==> config.mk <==
export PLATFORM = sky130hd
export DESIGN_NAME = vga_sync_monitor
export DESIGN_NICKNAME = d
export VERILOG_FILES = /design/src/rtl/vga_mon_pkg.sv /design/src/rtl/vga_mon_crc16.sv /design/src/rtl/vga_sync_monitor.sv
export SDC_FILE = /design/constraint.sdc
export NUM_CORES = 1
export LEC_CHECK = 0
export ABC_AREA = 1
export BUFFER_PORTS_ARGS = -buffer_cell sky130_fd_sc_hd__buf_2
export CORE_ASPECT_RATIO = 0.5
export CORE_MARGIN = 5
export CORE_UTILIZATION = 40
export DETAILED_ROUTE_END_ITERATION = 6
export GPL_ROUTABILITY_DRIVEN = 0
export SETUP_SLACK_MARGIN = 0.5
export SKIP_LAST_GASP = 1
export SLEW_MARGIN = 20
export SYNTH_ARGS = -nofsm -noshare
export SYNTH_HDL_FRONTEND = slang
export SYNTH_SLANG_ARGS = --single-unit
==> constraint.sdc <==
create_clock -name clk -period 2.3 [get_ports clk]
set_input_delay 0.115 -clock clk [delete_from_list [all_inputs] [get_ports clk]]
set_output_delay 0.115 -clock clk [all_outputs]
set_load 0.03 [all_outputs]
==> src/rtl/vga_mon_pkg.sv <==
// Shared timing defaults, monitor state encoding and the CRC-16-CCITT byte step
// used by the VGA sync monitor.
package vga_mon_pkg;

  localparam int unsigned H_VISIBLE_DEF = 640;
  localparam int unsigned H_FRONT_DEF   = 16;
  localparam int unsigned H_SYNC_DEF    = 96;
  localparam int unsigned H_BACK_DEF    = 48;
  localparam int unsigned V_VISIBLE_DEF = 480;
  localparam int unsigned V_FRONT_DEF   = 10;
  localparam int unsigned V_SYNC_DEF    = 2;
  localparam int unsigned V_BACK_DEF    = 33;

  localparam logic [15:0] CRC_INIT = 16'hFFFF;
  localparam logic [15:0] CRC_POLY = 16'h1021;

  typedef enum logic [1:0] {
    HUNT,
    ACQUIRE,
    LOCKED
  } mon_state_e;

  function automatic int unsigned h_total(input int unsigned vis, input int unsigned front,
                                          input int unsigned sync, input int unsigned back);
    return vis + front + sync + back;
  endfunction

  function automatic int unsigned v_total(input int unsigned vis, input int unsigned front,
                                          input int unsigned sync, input int unsigned back);
    return vis + front + sync + back;
  endfunction

  // MSB-first CRC-16-CCITT update over one byte.
  function automatic logic [15:0] crc16_ccitt_byte(input logic [15:0] crc, input logic [7:0] data);
    logic [15:0] c;
    c = crc ^ {data, 8'h00};
    for (int i = 0; i < 8; i++) begin
      c = c[15] ? ((c << 1) ^ CRC_POLY) : (c << 1);
    end
    return c;
  endfunction

endpackage

==> src/rtl/vga_mon_crc16.sv <==
// Running CRC-16-CCITT over a byte stream; init has priority over enable.
module vga_mon_crc16
  import vga_mon_pkg::*;
(
  input  logic        clk,
  input  logic        rst_n,
  input  logic        en_i,
  input  logic        init_i,
  input  logic [7:0]  data_i,
  output logic [15:0] crc_o
);

  logic [15:0] crc_q;

  always_ff @(posedge clk) begin
    if (!rst_n) begin
      crc_q <= CRC_INIT;
    end else if (init_i) begin
      crc_q <= CRC_INIT;
    end else if (en_i) begin
      crc_q <= crc16_ccitt_byte(crc_q, data_i);
    end
  end

  assign crc_o = crc_q;

endmodule

==> src/rtl/vga_sync_monitor.sv <==
// VGA sync checker: measures hsync/vsync timing, locks after clean frames, recovers
// de/px_x/px_y. Optional visible-pixel CRC is built when VGA_MON_RGB_CRC_EN is defined.
module vga_sync_monitor
  import vga_mon_pkg::*;
#(
  parameter int unsigned H_VISIBLE   = H_VISIBLE_DEF,
  parameter int unsigned H_FRONT     = H_FRONT_DEF,
  parameter int unsigned H_SYNC      = H_SYNC_DEF,
  parameter int unsigned H_BACK      = H_BACK_DEF,
  parameter int unsigned V_VISIBLE   = V_VISIBLE_DEF,
  parameter int unsigned V_FRONT     = V_FRONT_DEF,
  parameter int unsigned V_SYNC      = V_SYNC_DEF,
  parameter int unsigned V_BACK      = V_BACK_DEF,
  parameter bit          SYNC_POL    = 1'b0,
  parameter int unsigned LOCK_FRAMES = 2
) (
  input  logic        clk,
  input  logic        rst_n,
  input  logic        pix_en,
  input  logic        hsync,
  input  logic        vsync,
  input  logic [7:0]  rgb,
  output logic        locked,
  output logic        de,
  output logic [9:0]  px_x,
  output logic [9:0]  px_y,
  output logic        h_err,
  output logic        v_err,
  output logic [15:0] frame_cnt,
  output logic [7:0]  err_cnt,
  output logic [15:0] frame_crc
);

  localparam int unsigned H_TOTAL = h_total(H_VISIBLE, H_FRONT, H_SYNC, H_BACK);
  localparam int unsigned V_TOTAL = v_total(V_VISIBLE, V_FRONT, V_SYNC, V_BACK);

  localparam logic [10:0] H_LEAD_EXP  = 11'(H_TOTAL - 1);
  localparam logic [10:0] H_TRAIL_EXP = 11'(H_SYNC - 1);
  localparam logic [10:0] H_DE_FIRST  = 11'(H_SYNC + H_BACK);
  localparam logic [10:0] H_DE_LAST   = 11'(H_SYNC + H_BACK + H_VISIBLE - 1);
  localparam logic [9:0]  V_LEAD_EXP  = 10'(V_TOTAL - 1);
  localparam logic [9:0]  V_TRAIL_EXP = 10'(V_SYNC - 1);
  localparam logic [9:0]  V_DE_FIRST  = 10'(V_SYNC + V_BACK);
  localparam logic [9:0]  V_DE_LAST   = 10'(V_SYNC + V_BACK + V_VISIBLE - 1);
  localparam logic [3:0]  LOCK_N      = 4'(LOCK_FRAMES);

  logic [10:0] h_cnt_q, h_cnt_d;
  logic [9:0]  v_cnt_q, v_cnt_d;
  logic        hs_prev_q, vs_prev_q;
  mon_state_e  state_q;
  logic [3:0]  good_q;
  logic        locked_q, de_q, h_err_q, v_err_q;
  logic [9:0]  px_x_q, px_y_q;
  logic [15:0] frame_cnt_q;
  logic [7:0]  err_cnt_q;

  logic hs_act, vs_act, h_lead, h_trail, v_lead, v_trail;
  logic h_mis, v_mis, active, any_err, de_d;
  logic [9:0] px_x_d, px_y_d;

  always_comb begin
    // NOTE: every always_comb output gets a default first so no path can infer a latch.
    hs_act  = (hsync == SYNC_POL);
    vs_act  = (vsync == SYNC_POL);
    h_lead  = hs_act & ~hs_prev_q;
    h_trail = ~hs_act & hs_prev_q;
    v_lead  = h_lead & vs_act & ~vs_prev_q;
    v_trail = h_lead & ~vs_act & vs_prev_q;

    // Checks look at the count before this tick's update.
    h_mis = (h_lead && (h_cnt_q != H_LEAD_EXP)) || (h_trail && (h_cnt_q != H_TRAIL_EXP));
    v_mis = (v_lead && (v_cnt_q != V_LEAD_EXP)) || (v_trail && (v_cnt_q != V_TRAIL_EXP));

    h_cnt_d = (h_cnt_q == 11'h7FF) ? h_cnt_q : h_cnt_q + 11'd1;
    if (h_lead) h_cnt_d = '0;

    v_cnt_d = v_cnt_q;
    if (v_lead)      v_cnt_d = '0;
    else if (h_lead) v_cnt_d = (v_cnt_q == 10'h3FF) ? v_cnt_q : v_cnt_q + 10'd1;

    de_d = (h_cnt_d >= H_DE_FIRST) && (h_cnt_d <= H_DE_LAST) &&
           (v_cnt_d >= V_DE_FIRST) && (v_cnt_d <= V_DE_LAST);
    px_x_d = '0;
    px_y_d = '0;
    if (de_d) begin
      px_x_d = 10'(h_cnt_d - H_DE_FIRST);
      px_y_d = v_cnt_d - V_DE_FIRST;
    end

    active  = (state_q != HUNT);
    any_err = active & (h_mis | v_mis);
  end

  always_ff @(posedge clk) begin
    if (!rst_n) begin
      h_cnt_q     <= '0;
      v_cnt_q     <= '0;
      hs_prev_q   <= 1'b0;
      vs_prev_q   <= 1'b0;
      state_q     <= HUNT;
      good_q      <= '0;
      locked_q    <= 1'b0;
      de_q        <= 1'b0;
      px_x_q      <= '0;
      px_y_q      <= '0;
      h_err_q     <= 1'b0;
      v_err_q     <= 1'b0;
      frame_cnt_q <= '0;
      err_cnt_q   <= '0;
    end else begin
      // NOTE: sequential state uses non-blocking assignments only, so every register
      // samples the pre-edge values regardless of statement order.
      h_err_q <= 1'b0;
      v_err_q <= 1'b0;
      if (pix_en) begin
        hs_prev_q <= hs_act;
        if (h_lead) vs_prev_q <= vs_act;
        h_cnt_q <= h_cnt_d;
        v_cnt_q <= v_cnt_d;
        de_q    <= de_d;
        px_x_q  <= px_x_d;
        px_y_q  <= px_y_d;
        h_err_q <= active & h_mis;
        v_err_q <= active & v_mis;
        if (v_lead && active) frame_cnt_q <= frame_cnt_q + 16'd1;

        if (any_err) begin
          if (state_q == LOCKED && err_cnt_q != 8'hFF) err_cnt_q <= err_cnt_q + 8'd1;
          state_q  <= HUNT;
          locked_q <= 1'b0;
        end else if (v_lead) begin
          case (state_q)
            HUNT: begin
              state_q <= ACQUIRE;
              good_q  <= '0;
            end
            ACQUIRE: begin
              good_q <= good_q + 4'd1;
              if (good_q + 4'd1 == LOCK_N) begin
                state_q  <= LOCKED;
                locked_q <= 1'b1;
              end
            end
            default: ;
          endcase
        end
      end
    end
  end

`ifdef VGA_MON_RGB_CRC_EN
  logic [15:0] crc_run;
  logic [15:0] frame_crc_q;

  vga_mon_crc16 u_crc (
    .clk    (clk),
    .rst_n  (rst_n),
    .en_i   (pix_en & de_d),
    .init_i (pix_en & v_lead),
    .data_i (rgb),
    .crc_o  (crc_run)
  );

  always_ff @(posedge clk) begin
    if (!rst_n)                frame_crc_q <= '0;
    else if (pix_en && v_lead) frame_crc_q <= crc_run;
  end

  assign frame_crc = frame_crc_q;
`else
  logic unused_rgb;
  assign unused_rgb = ^rgb;
  assign frame_crc  = '0;
`endif

  assign locked    = locked_q;
  assign de        = de_q;
  assign px_x      = px_x_q;
  assign px_y      = px_y_q;
  assign h_err     = h_err_q;
  assign v_err     = v_err_q;
  assign frame_cnt = frame_cnt_q;
  assign err_cnt   = err_cnt_q;

endmodule

# == After elaboration in Yosys (flattened, before gate mapping) ==
# Index checks and enable logic that the tools add are counted.
# op_classes
add_sub_neg,7
magnitude_cmp,4
eq_ne,11
mux,16
bitwise_logic,15
n_reduce_logical,25
# op_table
op,n
10-bit two-way mux,5
11-bit two-way mux,2
"16-bit by 1-bit adder with 16-bit output, second input constant",1
4-bit AND reduction,3
"11-bit by 1-bit adder with 11-bit output, second input constant",1
"11-bit equality test, second input constant",1
"11-bit by 8-bit greater-or-equal comparator with 1-bit output, second input constant",1
"11-bit by 10-bit less-or-equal comparator with 1-bit output, second input constant",1
"11-bit by 10-bit inequality test with 1-bit output, second input constant",1
"11-bit by 7-bit inequality test with 1-bit output, second input constant",1
"10-bit by 1-bit adder with 10-bit output, second input constant",1
"10-bit equality test, second input constant",1
"10-bit by 6-bit greater-or-equal comparator with 1-bit output, second input constant",1
"10-bit less-or-equal comparator, second input constant",1
"10-bit by 1-bit inequality test with 1-bit output, second input constant",1
"10-bit inequality test, second input constant",1
2-bit nonzero test,5
"10-bit by 6-bit subtractor with 10-bit output, second input constant",1
"10-bit by 8-bit subtractor with 10-bit output, second input constant",1
1-bit AND,9
1-bit logical AND,9
"8-bit by 1-bit adder with 8-bit output, second input constant",1
"8-bit inequality test, second input constant",1
4-bit one-hot mux with 2 select lines,1
15 further kinds,27
# word_totals
register_bits,77
in_bits,13
output_inout_bits,64
word_cells,92

# == Longest topological paths before layout ==
# Gate-level depths: netlist of run 1.
# depth
depth_word,10
depth_mapped,21
depth_no_buf,20

# == Worst setup path before layout of run 1 ==
# Ideal clock, no wire load.
# synth_timing
path_kind,reg2reg
startpoint,register v_cnt_q[0]
endpoint,register px_x_q[4] (netlist: px_x[4])
arrival_ns,2.340
required_time_ns,2.168
path_slack_ns,-0.173
stages_incl_launch_ff,19
n_path_buf,1
cell_sequence,dfxtp_1 -> ha_1 -> nand2_1 -> nor2_8 -> nand3_4 -> nand3_1 -> nand2_1 -> nand2_1 -> inv_1 -> ha_1 -> nor2_1 -> nand2_2 -> nand2_2 -> clkinv_1 -> nor2_2 -> nor2_4 -> buf_6 -> nand4_1 -> a21oi_1
# synth_via
elab_chain_cells,8
elab_cells_between_ends,10
cone_classes,1 x add/sub; 2 x order compare; 1 x eq/ne; 4 x mux; 2 x reduce/logical
# synth_rtl
item,line_no,rtl
"start, declared",vga_sync_monitor.sv:48,"logic [9:0] v_cnt_q, v_cnt_d;"
"start signal, assigned",vga_sync_monitor.sv:119,v_cnt_q <= v_cnt_d;
10-bit by 1-bit adder with 10-bit output or 10-bit equality test (tied branches),vga_sync_monitor.sv:79,else if (h_lead) v_cnt_d = (v_cnt_q == 10'h3FF) ? v_cnt_q : v_cnt_q + 10'd1;
10-bit two-way mux,vga_sync_monitor.sv:79,
10-bit two-way mux (*),vga_sync_monitor.sv:79,
10-bit two-way mux (*),vga_sync_monitor.sv:78,if (v_lead) v_cnt_d = '0;
net v_cnt_d[0],vga_sync_monitor.sv:48,
10-bit by 6-bit greater-or-equal comparator with 1-bit output,vga_sync_monitor.sv:82,(v_cnt_d >= V_DE_FIRST) && (v_cnt_d <= V_DE_LAST);
1-bit logical AND,vga_sync_monitor.sv:81,de_d = (h_cnt_d >= H_DE_FIRST) && (h_cnt_d <= H_DE_LAST) &&
1-bit logical AND (*),vga_sync_monitor.sv:82,
10-bit two-way mux (*),vga_sync_monitor.sv:85,if (de_d) begin
"end signal, assigned",vga_sync_monitor.sv:121,px_x_q <= px_x_d;
"end, declared",vga_sync_monitor.sv:53,"logic [9:0] px_x_q, px_y_q;"
# The timed path passes the listed nets; every way through them passes the cells marked *.
# A chain may end at the register's enable or synchronous reset.

# == Worst setup path in the final report of run 1 ==
# layout_timing
startpoint,register v_cnt_q[0]
endpoint,register px_x_q[5] (netlist: px_x[5])
# Same word-level chain as after synthesis.

==> tab_implementation.tex, run 1 <==
\begin{tabular}{lr}
\hline
Metric & Value \\
\hline
\multicolumn{2}{l}{\textbf{Status}} \\
Outcome & finished, violations left \\
Violations in the final reports & negative setup slack \\
\multicolumn{2}{l}{\textbf{Setup path}} \\
Critical path buffer and inverter count & 2 \\
Family with the most delay on the worst path & simple AND/OR/NAND/NOR gates \\
Critical-path top delay cell & sky130\_fd\_sc\_hd\_\_dfxtp\_4 \\
Crit Path Category & reg -> reg \\
Startpoint of the worst-slack reg-to-reg timing path & v\_cnt\_q[0] \\
WP data required & 2.58 ns \\
Worst Path Max Fanout & 10 \\
Max stage delay on crit path & 0.37 ns \\
Critical Path Start Type & flip-flop \\
Critical Path, Cell by Cell & ha\_4 -> nand2\_4 -> nor2\_8 -> nand3\_4 -> nand2\_4 -> nand2\_1 -> nand2\_2 -> nand2\_4 -> inv\_2 -> ha\_4 -> nand2\_1 -> nor2\_1 -> nand3\_1 -> nand2\_1 -> nor2\_2 -> nor2\_4 -> clkbuf\_16 -> nand4\_1 -> a21oi\_1 \\
Start point of the critical path & v\_cnt\_q[0] \\
Crit. End Element & flip-flop \\
Data arrival time of the critical path & 2.67 ns \\
\multicolumn{2}{l}{\textbf{Floorplan}} \\
Die outline height & 86.9 um \\
Core Region & 0.0117 mm2 \\
Area enclosed by the die boundary & 0.0142 mm2 \\
\# rows & 28 \\
Initial Util & 0.405 \\
Die Wd & 164 um \\
Top-level port count & 77 \\
\multicolumn{2}{l}{\textbf{Synth}} \\
Ranking of synthesized cells by area & sky130\_fd\_sc\_hd\_\_dfxtp\_1 (33\%), sky130\_fd\_sc\_hd\_\_nand2\_1 (12\%), sky130\_fd\_sc\_hd\_\_inv\_1 (6.4\%) \\
Share of the yosys chip area belonging to registers & 0.326 \\
Share of Yosys cell area claimed by the top area cell type & 0.326 \\
Number of cells produced by synthesis & 697 \\
Yosys synthesis warning count & 0 \\
Distinct cell type count after synthesis & 38 \\
Synthesized area divided by synthesized cell count & 6.78 um2 \\
Dominant register cell in the synthesized netlist & sky130\_fd\_sc\_hd\_\_dfxtp\_1 \\
Cell area after synthesis & 0.00472 mm2 \\
Number of enable-type register cells in the synthesized netlist & 0 \\
\#FFs+latches synth & 77 \\
Cell type contributing the most total cell area after synthesis & sky130\_fd\_sc\_hd\_\_dfxtp\_1 \\
Share of async-settable or async-resettable flops after synthesis & 0 \\
Top cells by instance count after synthesis & sky130\_fd\_sc\_hd\_\_nand2\_1 (155), sky130\_fd\_sc\_hd\_\_inv\_1 (81), sky130\_fd\_sc\_hd\_\_dfxtp\_1 (77), sky130\_fd\_sc\_hd\_\_a21oi\_1 (55), sky130\_fd\_sc\_hd\_\_nor2\_1 (54) \\
Most instantiated library cell after synthesis & sky130\_fd\_sc\_hd\_\_nand2\_1 \\
\multicolumn{2}{l}{\textbf{Min path}} \\
Hold Startpoint & hsync \\
Min-delay worst type & in -> reg \\
\multicolumn{2}{l}{\textbf{STA}} \\
Pins over their slew limit & 0 \\
Count of final hold-check violations & 0 \\
Clock skew & 0.00695 ns \\
Min setup slack post-route & -0.0910 ns \\
Accumulated negative setup slack & -1.24 ns \\
Period utilization & 1.04 \\
Finish-stage setup viols & 21 \\
RSZ-0062 raised after global routing & yes \\
Highest clock frequency the design can meet & 0.418 GHz \\
Transition time of the tightest slew-check pin & 0.589 ns \\
Worst slew margin relative to its limit & 0.604 \\
Shortest period the worst path allows & 2.39 ns \\
\multicolumn{2}{l}{\textbf{Global route}} \\
Antenna violations before repair & 0 \\
First-pass GRT wire length & 20700 um \\
GRT Overall Usage & 0.178 \\
GR Overflow Total & 0 \\
Pin count of the biggest net entering global routing & 47 \\
Via count of the first global-routing pass & 4463 \\
\multicolumn{2}{l}{\textbf{Layout}} \\
Antenna diode instance count & 0 \\
Fraction of final layout cells sized beyond drive strength 1 & 0.288 \\
Synthesis-to-finish area growth & 32.8\% \\
Fin cells & 973 \\
Number of nets in the final layout & 829 \\
Final instance area & 0.00627 mm2 \\
\multicolumn{2}{l}{\textbf{Placed design}} \\
Total cell area at the placement stage & 0.00548 mm2 \\
Placed cell count & 935 \\
Setup slack after placement & -0.0627 ns \\
Port Buffer Count & 52 \\
Detailed placer's ending HPWL & 8690 um \\
\multicolumn{2}{l}{\textbf{Clock network}} \\
CTS tree & yes \\
Clock latency reported for the late side of the worst-skew pair & 0.35 ns \\
Clock buffers created by TritonCTS & 9 \\
Clock-pin slew reported for the worst setup and hold paths after clock tree synthesis & 0.07 ns \\
Bufs on Longest Clock Path & 2 \\
Sinks on the clock net & 77 \\
Clock root buffer & sky130\_fd\_sc\_hd\_\_clkbuf\_16 \\
Deepest level of the CTS H-tree & 3 \\
Hold-fix buffers at CTS & 0 \\
\multicolumn{2}{l}{\textbf{Drt}} \\
Routed length per placed instance & 12.9 um \\
Via total after detailed routing & 4716 \\
First-iteration detailed-routing DRC count & 236 \\
Remaining number of nets flagged by the antenna check after routing & 0 \\
Total wire length after detailed routing & 12500 um \\
Post-route DRC violation count & 0 \\
Vias per Instance & 4.85 \\
Detailed-router iteration count before antenna repair & 4 \\
\multicolumn{2}{l}{\textbf{Power}} \\
PwrDens & 585 mW/mm2 \\
Maximum ir drop on the vdd rail & 0.370 mV \\
Standby leakage power & 2.85 nW \\
Power consumption & 3.67 mW \\
\multicolumn{2}{l}{\textbf{Flow run}} \\
Max cap viols & 0 \\
\hline
\end{tabular}
## worst reg2reg max path: stages, from the launching register on
cell and delay [ns]:
sky130_fd_sc_hd__dfxtp_4 0.37, sky130_fd_sc_hd__ha_4 0.14, sky130_fd_sc_hd__nand2_4 0.06, sky130_fd_sc_hd__nor2_8 0.13, sky130_fd_sc_hd__nand3_4 0.10, sky130_fd_sc_hd__nand2_4 0.10
sky130_fd_sc_hd__nand2_1 0.06, sky130_fd_sc_hd__nand2_2 0.08, sky130_fd_sc_hd__nand2_4 0.08, sky130_fd_sc_hd__inv_2 0.07, sky130_fd_sc_hd__ha_4 0.13, sky130_fd_sc_hd__nand2_1 0.05
sky130_fd_sc_hd__nor2_1 0.12, sky130_fd_sc_hd__nand3_1 0.09, sky130_fd_sc_hd__nand2_1 0.07, sky130_fd_sc_hd__nor2_2 0.05, sky130_fd_sc_hd__nor2_4 0.19, sky130_fd_sc_hd__clkbuf_16 0.20
sky130_fd_sc_hd__nand4_1 0.08, sky130_fd_sc_hd__a21oi_1 0.14
## worst paths after layout
| path | to | slack (ns) | cells after the start |
|---|---|---|---|
| hold / removal | hs_prev_q | 0.03 | 2 |
| setup reg to reg | px_x[5] | -0.09 | 19 |
| setup / recovery | px_x[5] | -0.09 | 19 |
| hold reg to reg | px_x[5] | 0.46 | 2 |
## power breakdown
group          switching (mW)  total [mW]  internal, mW
Combinational           0.481       0.772         0.291
Sequential             0.0388        1.42          1.38
Clock                   0.604        1.48         0.877
## state kept, by name (all words and copies together) (netlist names)
register / flops
locked: 1
frame_cnt: 16
h_err: 1
vs_prev_q: 1
px_x: 10
state_q: 2
good_q: 4
err_cnt: 8
v_err: 1
hs_prev_q: 1
h_cnt_q: 11
v_cnt_q: 10
de: 1
px_y: 10
## through the flow
| stage | hold slack [ns] | utilization |
|---|---|---|
| final | 0.0299 | 0.538 |
| after CTS | 0.0395 | 0.506 |
| after floorplan | 0.209 | - |
| after global routing | 0.0383 | 0.538 |
| after detailed placement | 0.365 | 0.470 |
| after global placement | 0.354 | 0.470 |
## cells by family (layout without fill, tap and decap cells)
group,after synthesis,after routing,synth area share
AND/OR/NAND/NOR,345,347,0.355
other,1,16,0.000794
AO/OA/AOI/OAI,115,115,0.131
buffers and inverters,128,222,0.119
adder cells (fa/ha/maj),13,13,0.0344
flip-flops,77,77,0.326
XOR/XNOR,18,18,0.0334
## what timing repair did
item / in CTS / in global routing
cloned: 2 / 2
pin swaps: 14 / 14
gates resized for setup: 24 / 63
endpoints found under the setup margin: 48 / 52
buffers inserted: 5 / 13
## metal layers
layer  vias up  part of all wire  wire [um]  track usage
met5         -                 0          0            0
met4         0            0.0061         77       0.0464
met3         7             0.047        593       0.0411
met2        69              0.47       5900        0.308
met1      2159              0.48       5960        0.225
li1       2481                 -          -            -
## area by class of cell
cell class | count | area, um2
clock buffer | 10 | 239
clock inverter | 6 | 70.1
fill | 1134 | 5390
inverter | 89 | 342
multi-input combinational | 509 | 3000
sequential | 77 | 1560
tap | 165 | 206
timing repair buffer | 117 | 852
## placed cells by master, fill, tap and decap left out, types with 11 or more instances in the layout
cell / instances
sky130_fd_sc_hd__nand2_1: 144
sky130_fd_sc_hd__inv_1: 72
sky130_fd_sc_hd__dfxtp_1: 70
sky130_fd_sc_hd__buf_4: 54
sky130_fd_sc_hd__a21oi_1: 53
sky130_fd_sc_hd__buf_2: 52
sky130_fd_sc_hd__nor2_1: 46
sky130_fd_sc_hd__nand3_1: 46
sky130_fd_sc_hd__o21ai_0: 31
sky130_fd_sc_hd__nand4_1: 31
sky130_fd_sc_hd__conb_1: 16
sky130_fd_sc_hd__nand2_2: 15
sky130_fd_sc_hd__nor2_2: 13
sky130_fd_sc_hd__o21ai_1: 13
sky130_fd_sc_hd__inv_2: 11
sky130_fd_sc_hd__clkbuf_16: 11
(Power assumes the default switching activity.)
==> inputs of run 2 (changes only) <==
- BUFFER_PORTS_ARGS: -buffer_cell sky130_fd_sc_hd__buf_2 -> not set
- DONT_BUFFER_PORTS: not set -> 1
==> run 2 against run 1 <==
Compared with the run above: the run still ends with negative setup slack left; clock power increased by 5%; non-clock buffer count fell by 5; sequential power about the same; total power grew 2.2%; sequential share of layout area down 0.51 points; sequential cell count stayed put; cell count fell by 0.72%; first-iteration DRC count shrank 18%; die area stayed put; global-route usage rose by 0.44 points; critical path depth unchanged; cell area grew 2.2%; largest power group unchanged; highest routed layer unchanged.
==> tab_implementation.tex, run 2 (same netlist as run 1, synthesis figures left out) <==
\begin{tabular}{lr}
\hline
Metric & Value \\
\hline
\multicolumn{2}{l}{\textbf{Min path}} \\
Hold Startpoint & pix\_en \\
Min-delay worst type & in -> reg \\
\multicolumn{2}{l}{\textbf{Setup path}} \\
Start point of the critical path & v\_cnt\_q[0] \\
Startpoint of the worst-slack reg-to-reg timing path & v\_cnt\_q[0] \\
Crit Path Category & reg -> reg \\
Critical Path Start Type & flip-flop \\
Worst Path Max Fanout & 10 \\
WP data required & 2.57 ns \\
Most used cell along the critical path & sky130\_fd\_sc\_hd\_\_nand2\_2 \\
Family with the most delay on the worst path & simple AND/OR/NAND/NOR gates \\
Crit. End Element & flip-flop \\
Critical path buffer and inverter count & 2 \\
Max stage delay on crit path & 0.37 ns \\
Data arrival time of the critical path & 2.66 ns \\
Critical Path, Cell by Cell & ha\_4 -> nand2\_4 -> nor2\_8 -> nand3\_4 -> nand2\_4 -> nand2\_2 -> nand2\_2 -> nand2\_2 -> inv\_2 -> ha\_4 -> nand2\_2 -> nor2\_2 -> nand3\_1 -> nand2\_1 -> nor2\_2 -> nor2\_4 -> clkbuf\_16 -> nand4\_1 -> a21oi\_1 \\
Critical-path top delay cell & sky130\_fd\_sc\_hd\_\_dfxtp\_4 \\
\multicolumn{2}{l}{\textbf{Clock network}} \\
Clock buffers created by TritonCTS & 9 \\
Clock-pin slew reported for the worst setup and hold paths after clock tree synthesis & 0.06 ns \\
CTS tree & yes \\
Bufs on Longest Clock Path & 2 \\
Clock latency reported for the late side of the worst-skew pair & 0.33 ns \\
Clock root buffer & sky130\_fd\_sc\_hd\_\_clkbuf\_16 \\
Sinks on the clock net & 77 \\
Deepest level of the CTS H-tree & 3 \\
\multicolumn{2}{l}{\textbf{Drt}} \\
Detailed-router iteration count before antenna repair & 5 \\
Total wire length after detailed routing & 12800 um \\
Via total after detailed routing & 4822 \\
Vias per Instance & 4.99 \\
Routed length per placed instance & 13.2 um \\
First-iteration detailed-routing DRC count & 193 \\
Remaining number of nets flagged by the antenna check after routing & 0 \\
Post-route DRC violation count & 0 \\
\multicolumn{2}{l}{\textbf{Power}} \\
Gate power share & 0.201 \\
PwrDens & 585 mW/mm2 \\
Maximum ir drop on the vdd rail & 0.329 mV \\
Standby leakage power & 2.80 nW \\
Proportion of power drawn by flip-flops and latches & 0.387 \\
Switching part of the total power & 0.281 \\
Part of the power in the clock network & 0.412 \\
Net Sw Power & 1.05 mW \\
Power Internal & 2.70 mW \\
\multicolumn{2}{l}{\textbf{Layout}} \\
Leading cell type in the layout, fill and taps excluded & sky130\_fd\_sc\_hd\_\_nand2\_1 \\
Flip-flop count of the largest register after layout & 16 \\
Antenna diode instance count & 0 \\
Commonest cells after routing, fill and taps aside & sky130\_fd\_sc\_hd\_\_nand2\_1 (142), sky130\_fd\_sc\_hd\_\_buf\_4 (90), sky130\_fd\_sc\_hd\_\_inv\_1 (72) \\
Post-layout utilization of the core & 0.549 \\
Final instance area & 0.00641 mm2 \\
Fraction of final layout cells sized beyond drive strength 1 & 0.268 \\
Synthesis-to-finish area growth & 35.6\% \\
Number of nets in the final layout & 823 \\
FILL cells & 1118 \\
\multicolumn{2}{l}{\textbf{STA}} \\
Finish-stage setup viols & 21 \\
Period utilization & 1.04 \\
Min setup slack post-route & -0.0915 ns \\
Pins over their slew limit & 0 \\
Post-route worst hold slack & 0.0118 ns \\
RSZ-0062 raised after global routing & yes \\
Count of final hold-check violations & 0 \\
Shortest period the worst path allows & 2.39 ns \\
Accumulated negative setup slack & -1.28 ns \\
Transition time of the tightest slew-check pin & 0.581 ns \\
Highest clock frequency the design can meet & 0.418 GHz \\
Worst slew margin relative to its limit & 0.613 \\
Clock skew & 0.00408 ns \\
\multicolumn{2}{l}{\textbf{Floorplan}} \\
Die outline height & 86.9 um \\
Area enclosed by the die boundary & 0.0142 mm2 \\
Core Region & 0.0117 mm2 \\
Top-level port count & 77 \\
Die Wd & 164 um \\
\# rows & 28 \\
Initial Util & 0.405 \\
\multicolumn{2}{l}{\textbf{Placed design}} \\
Total cell area at the placement stage & 0.00531 mm2 \\
Detailed placer's ending HPWL & 8550 um \\
Port Buffer Count & 0 \\
\multicolumn{2}{l}{\textbf{Flow run}} \\
Max cap viols & 0 \\
\multicolumn{2}{l}{\textbf{Status}} \\
Violations in the final reports & negative setup slack \\
Outcome & finished, violations left \\
\multicolumn{2}{l}{\textbf{Global route}} \\
First-pass GRT wire length & 21100 um \\
Pin count of the biggest net entering global routing & 43 \\
GR Overflow Total & 0 \\
Antenna violations before repair & 0 \\
GRT Overall Usage & 0.182 \\
Via count of the first global-routing pass & 4699 \\
\hline
\end{tabular}
run 2: changes by cell type in the layout (fill, tap and decap cells not counted), moves of 3 or more:
| cell | previous run | this run |
|---|---|---|
| sky130_fd_sc_hd__buf_6 | 5 | 2 |
| sky130_fd_sc_hd__nor2_2 | 13 | 9 |
| sky130_fd_sc_hd__clkinvlp_4 | 3 | 0 |
| sky130_fd_sc_hd__buf_4 | 54 | 90 |
| sky130_fd_sc_hd__dlygate4sd3_1 | 0 | 12 |
| sky130_fd_sc_hd__nand2_2 | 15 | 19 |
| sky130_fd_sc_hd__buf_2 | 52 | 1 |
run 2: what timing repair did:
| item | 4_1_cts | 5_1_grt |
|---|---|---|
| pin swaps | 10 | 21 |
| setup endpoints to repair | 49 | 51 |
| endpoints found under the hold margin | 60 | 0 |
| buffers inserted | 23 | 16 |
| cloned | 1 | 2 |
| hold buffers | 14 | 0 |
| gates resized for setup | 42 | 46 |
run 2: layer usage:
metal / share of wire / wire length (um) / global-route usage
met1: 0.43 / 5460 / 0.206
met2: 0.51 / 6460 / 0.335
met3: 0.053 / 677 / 0.0515
met4: 0.014 / 176 / 0.0594
met5: 0 / 0 / 0
run 2: area by class of cell:
type / instances / area (um2) / share of cell area
well taps: 165 / 206 / 0.0322
inverters: 89 / 337 / 0.0525
repair buffers: 112 / 973 / 0.152
multi-input cells: 508 / 3010 / 0.469
clock inverters: 3 / 68.8 / 0.0107
flip-flops and latches: 77 / 1560 / 0.244
clock buffers: 12 / 256 / 0.0400
run 2: path summary, 6_finish.rpt:
path | cells past startpoint | to | slack, ns
max | 19 | px_y[8] | -0.09
min | 2 | h_cnt_q[3] | 0.01
max reg2reg | 19 | px_y[8] | -0.09
min reg2reg | 2 | state_q[0] | 0.52
run 2: through the flow:
| stage | instances | worst slack (ns) | power (mW) |
|---|---|---|---|
| 3_5_place_dp | 895 | -0.0110 | 2.04 |
| 5_1_grt | 966 | -0.257 | 3.95 |
| 2_1_floorplan | 712 | 0.0935 | 1.91 |
| 4_1_cts | 948 | -0.0282 | 3.70 |
| 3_3_place_gp | 895 | 0.0247 | 2.03 |
| 6_report | 966 | -0.0915 | 3.75 |
run 2: power by group through the flow:
stage | Sequential (mW) | Combinational (mW) | Clock [mW]
4_1_cts | 1.45 | 0.666 | 1.58
5_1_grt | 1.46 | 0.836 | 1.65
3_3_place_gp | 1.48 | 0.555 | 0
3_5_place_dp | 1.48 | 0.562 | 0
2_1_floorplan | 1.48 | 0.434 | 0
6_report | 1.45 | 0.754 | 1.55
==> inputs of run 3 (changes only) <==
- REMOVE_ABC_BUFFERS: not set -> 1
==> run 3 against run 2 <==
Compared with the run above: the flow finishes with violations (negative hold slack, negative setup slack); sequential power hardly changed; worst setup slack better by 0.061 ns; combinational power is 6.4% higher; sequential share of layout area is 0.61 points lower; total power is 1.2% lower; global-route usage is 0.74 points higher.
==> tab_implementation.tex, run 3 (same netlist as run 1, synthesis figures left out) <==
\begin{tabular}{lr}
\hline
Metric & Value \\
\hline
\multicolumn{2}{l}{\textbf{Status}} \\
Outcome & finished, violations left \\
Violations in the final reports & negative hold slack, negative setup slack \\
\multicolumn{2}{l}{\textbf{Flow run}} \\
Max cap viols & 0 \\
\multicolumn{2}{l}{\textbf{Global route}} \\
GR Overflow Total & 0 \\
Via count of the first global-routing pass & 4811 \\
First-pass GRT wire length & 22000 um \\
Antenna violations before repair & 0 \\
GRT Overall Usage & 0.189 \\
Pin count of the biggest net entering global routing & 48 \\
\multicolumn{2}{l}{\textbf{Clock network}} \\
Deepest level of the CTS H-tree & 3 \\
Clock buffers created by TritonCTS & 9 \\
Hold-fix buffers at CTS & 5 \\
Bufs on Longest Clock Path & 2 \\
Clock-pin slew reported for the worst setup and hold paths after clock tree synthesis & 0.06 ns \\
Sinks on the clock net & 77 \\
CTS tree & yes \\
Clock latency reported for the late side of the worst-skew pair & 0.35 ns \\
Clock root buffer & sky130\_fd\_sc\_hd\_\_clkbuf\_16 \\
\multicolumn{2}{l}{\textbf{Floorplan}} \\
\# rows & 28 \\
Die Wd & 164 um \\
Area enclosed by the die boundary & 0.0142 mm2 \\
Die outline height & 86.9 um \\
Initial Util & 0.405 \\
Core Region & 0.0117 mm2 \\
Top-level port count & 77 \\
\multicolumn{2}{l}{\textbf{Drt}} \\
First-iteration detailed-routing DRC count & 224 \\
Detailed-router iteration count before antenna repair & 4 \\
Total wire length after detailed routing & 13200 um \\
Via total after detailed routing & 4905 \\
Remaining number of nets flagged by the antenna check after routing & 0 \\
Post-route DRC violation count & 0 \\
Vias per Instance & 5.06 \\
Routed length per placed instance & 13.6 um \\
\multicolumn{2}{l}{\textbf{Layout}} \\
Final instance area & 0.00652 mm2 \\
Total area of multi-input combinational cells & 0.00310 mm2 \\
Leading cell type in the layout, fill and taps excluded & sky130\_fd\_sc\_hd\_\_nand2\_1 \\
Flip-flop count of the largest register after layout & 16 \\
Fin cells & 970 \\
Number of nets in the final layout & 826 \\
Synthesis-to-finish area growth & 38.0\% \\
Antenna diode instance count & 0 \\
Fraction of final layout cells sized beyond drive strength 1 & 0.294 \\
Commonest cells after routing, fill and taps aside & sky130\_fd\_sc\_hd\_\_nand2\_1 (139), sky130\_fd\_sc\_hd\_\_buf\_4 (89), sky130\_fd\_sc\_hd\_\_inv\_1 (74) \\
FILL cells & 1095 \\
Register area & 0.00155 mm2 \\
\multicolumn{2}{l}{\textbf{STA}} \\
Count of final hold-check violations & 30 \\
Min setup slack post-route & -0.0308 ns \\
Finish-stage setup viols & 10 \\
Accumulated negative setup slack & -0.103 ns \\
Worst slew margin relative to its limit & 0.650 \\
Clock skew & 0.0106 ns \\
Highest clock frequency the design can meet & 0.429 GHz \\
Pins over their slew limit & 0 \\
Shortest period the worst path allows & 2.33 ns \\
Period utilization & 1.01 \\
RSZ-0062 raised after global routing & yes \\
Post-route worst hold slack & -0.113 ns \\
Transition time of the tightest slew-check pin & 0.522 ns \\
\multicolumn{2}{l}{\textbf{Min path}} \\
Min-delay worst type & in -> reg \\
\multicolumn{2}{l}{\textbf{Placed design}} \\
Setup slack after placement & -0.0491 ns \\
Port Buffer Count & 0 \\
Detailed placer's ending HPWL & 8600 um \\
Placed cell count & 905 \\
Total cell area at the placement stage & 0.00529 mm2 \\
\multicolumn{2}{l}{\textbf{Setup path}} \\
Crit. End Element & flip-flop \\
Crit Path Category & reg -> reg \\
Data arrival time of the critical path & 2.61 ns \\
WP data required & 2.58 ns \\
Critical Path Start Type & flip-flop \\
Worst Path Max Fanout & 6 \\
\multicolumn{2}{l}{\textbf{Power}} \\
Standby leakage power & 2.88 nW \\
Maximum ir drop on the vdd rail & 0.337 mV \\
PwrDens & 568 mW/mm2 \\
Power consumption & 3.71 mW \\
\hline
\end{tabular}
## run 3: worst paths after layout
| kind | from | end | slack, ns | cells after the start |
|---|---|---|---|---|
| worst max-delay path | v_cnt_q[0] | px_x[8] | -0.03 | 20 |
| worst min-delay path | pix_en | v_cnt_q[1] | -0.11 | 1 |
| worst max register to register | v_cnt_q[0] | px_x[8] | -0.03 | 20 |
| worst min register to register | err_cnt[2] | err_cnt[2] | 0.47 | 1 |
## run 3: routing by layer
layer	GRT usage	vias to the layer above	part of all wire
met5	0	-	0
met1	0.233	2292	0.44
li1	-	2485	-
met2	0.319	106	0.48
met3	0.0558	22	0.061
met4	0.0693	0	0.018
## run 3: final cells by class
cell class / instances / share of cell area
tap: 165 / 0.0317
sequential: 77 / 0.238
clock buffer: 9 / 0.0345
clock inverter: 7 / 0.0127
multi-input combinational: 509 / 0.476
timing repair buffer: 114 / 0.153
inverter: 89 / 0.0543
## run 3: timing repair
action / in CTS / in global routing
gates cloned: 3 / 1
pin swaps: 15 / 22
setup endpoints to repair: 48 / 49
hold endpoints to repair: 59 / 30
resized for setup: 75 / 69
setup buffers: 28 / 12
## run 3: critical path, cell delays in order, from the launching register on
cell	delay [ns]
sky130_fd_sc_hd__dfxtp_2	0.35
sky130_fd_sc_hd__ha_4	0.15
sky130_fd_sc_hd__nand2_4	0.06
sky130_fd_sc_hd__nor2_8	0.10
sky130_fd_sc_hd__nand3_4	0.10
sky130_fd_sc_hd__nand2_4	0.10
sky130_fd_sc_hd__nand2_2	0.05
sky130_fd_sc_hd__nand2_2	0.07
sky130_fd_sc_hd__nand2_2	0.08
sky130_fd_sc_hd__inv_4	0.08
sky130_fd_sc_hd__ha_4	0.15
sky130_fd_sc_hd__nand2_2	0.06
sky130_fd_sc_hd__nor2_2	0.11
sky130_fd_sc_hd__nand3_1	0.08
sky130_fd_sc_hd__nand2_1	0.08
sky130_fd_sc_hd__nor2_2	0.05
sky130_fd_sc_hd__nor2_4	0.12
sky130_fd_sc_hd__buf_6	0.12
sky130_fd_sc_hd__buf_12	0.11
sky130_fd_sc_hd__nand4_1	0.09
sky130_fd_sc_hd__a21oi_2	0.15
## run 3: through the flow
stage                      util  hold WS (ns)
after global routing      0.559        -0.136
after CTS                 0.527        -0.149
after detailed placement  0.453         0.216
after floorplan               -         0.204
final                     0.559        -0.113
after global placement    0.453         0.210
## run 3: report_power, final
part	switching, mW	internal [mW]	leakage [nW]	total [mW]
sequential	0.0641	1.38	0.627	1.45
clock	0.605	0.855	0.144	1.46
combinational	0.469	0.332	2.11	0.802
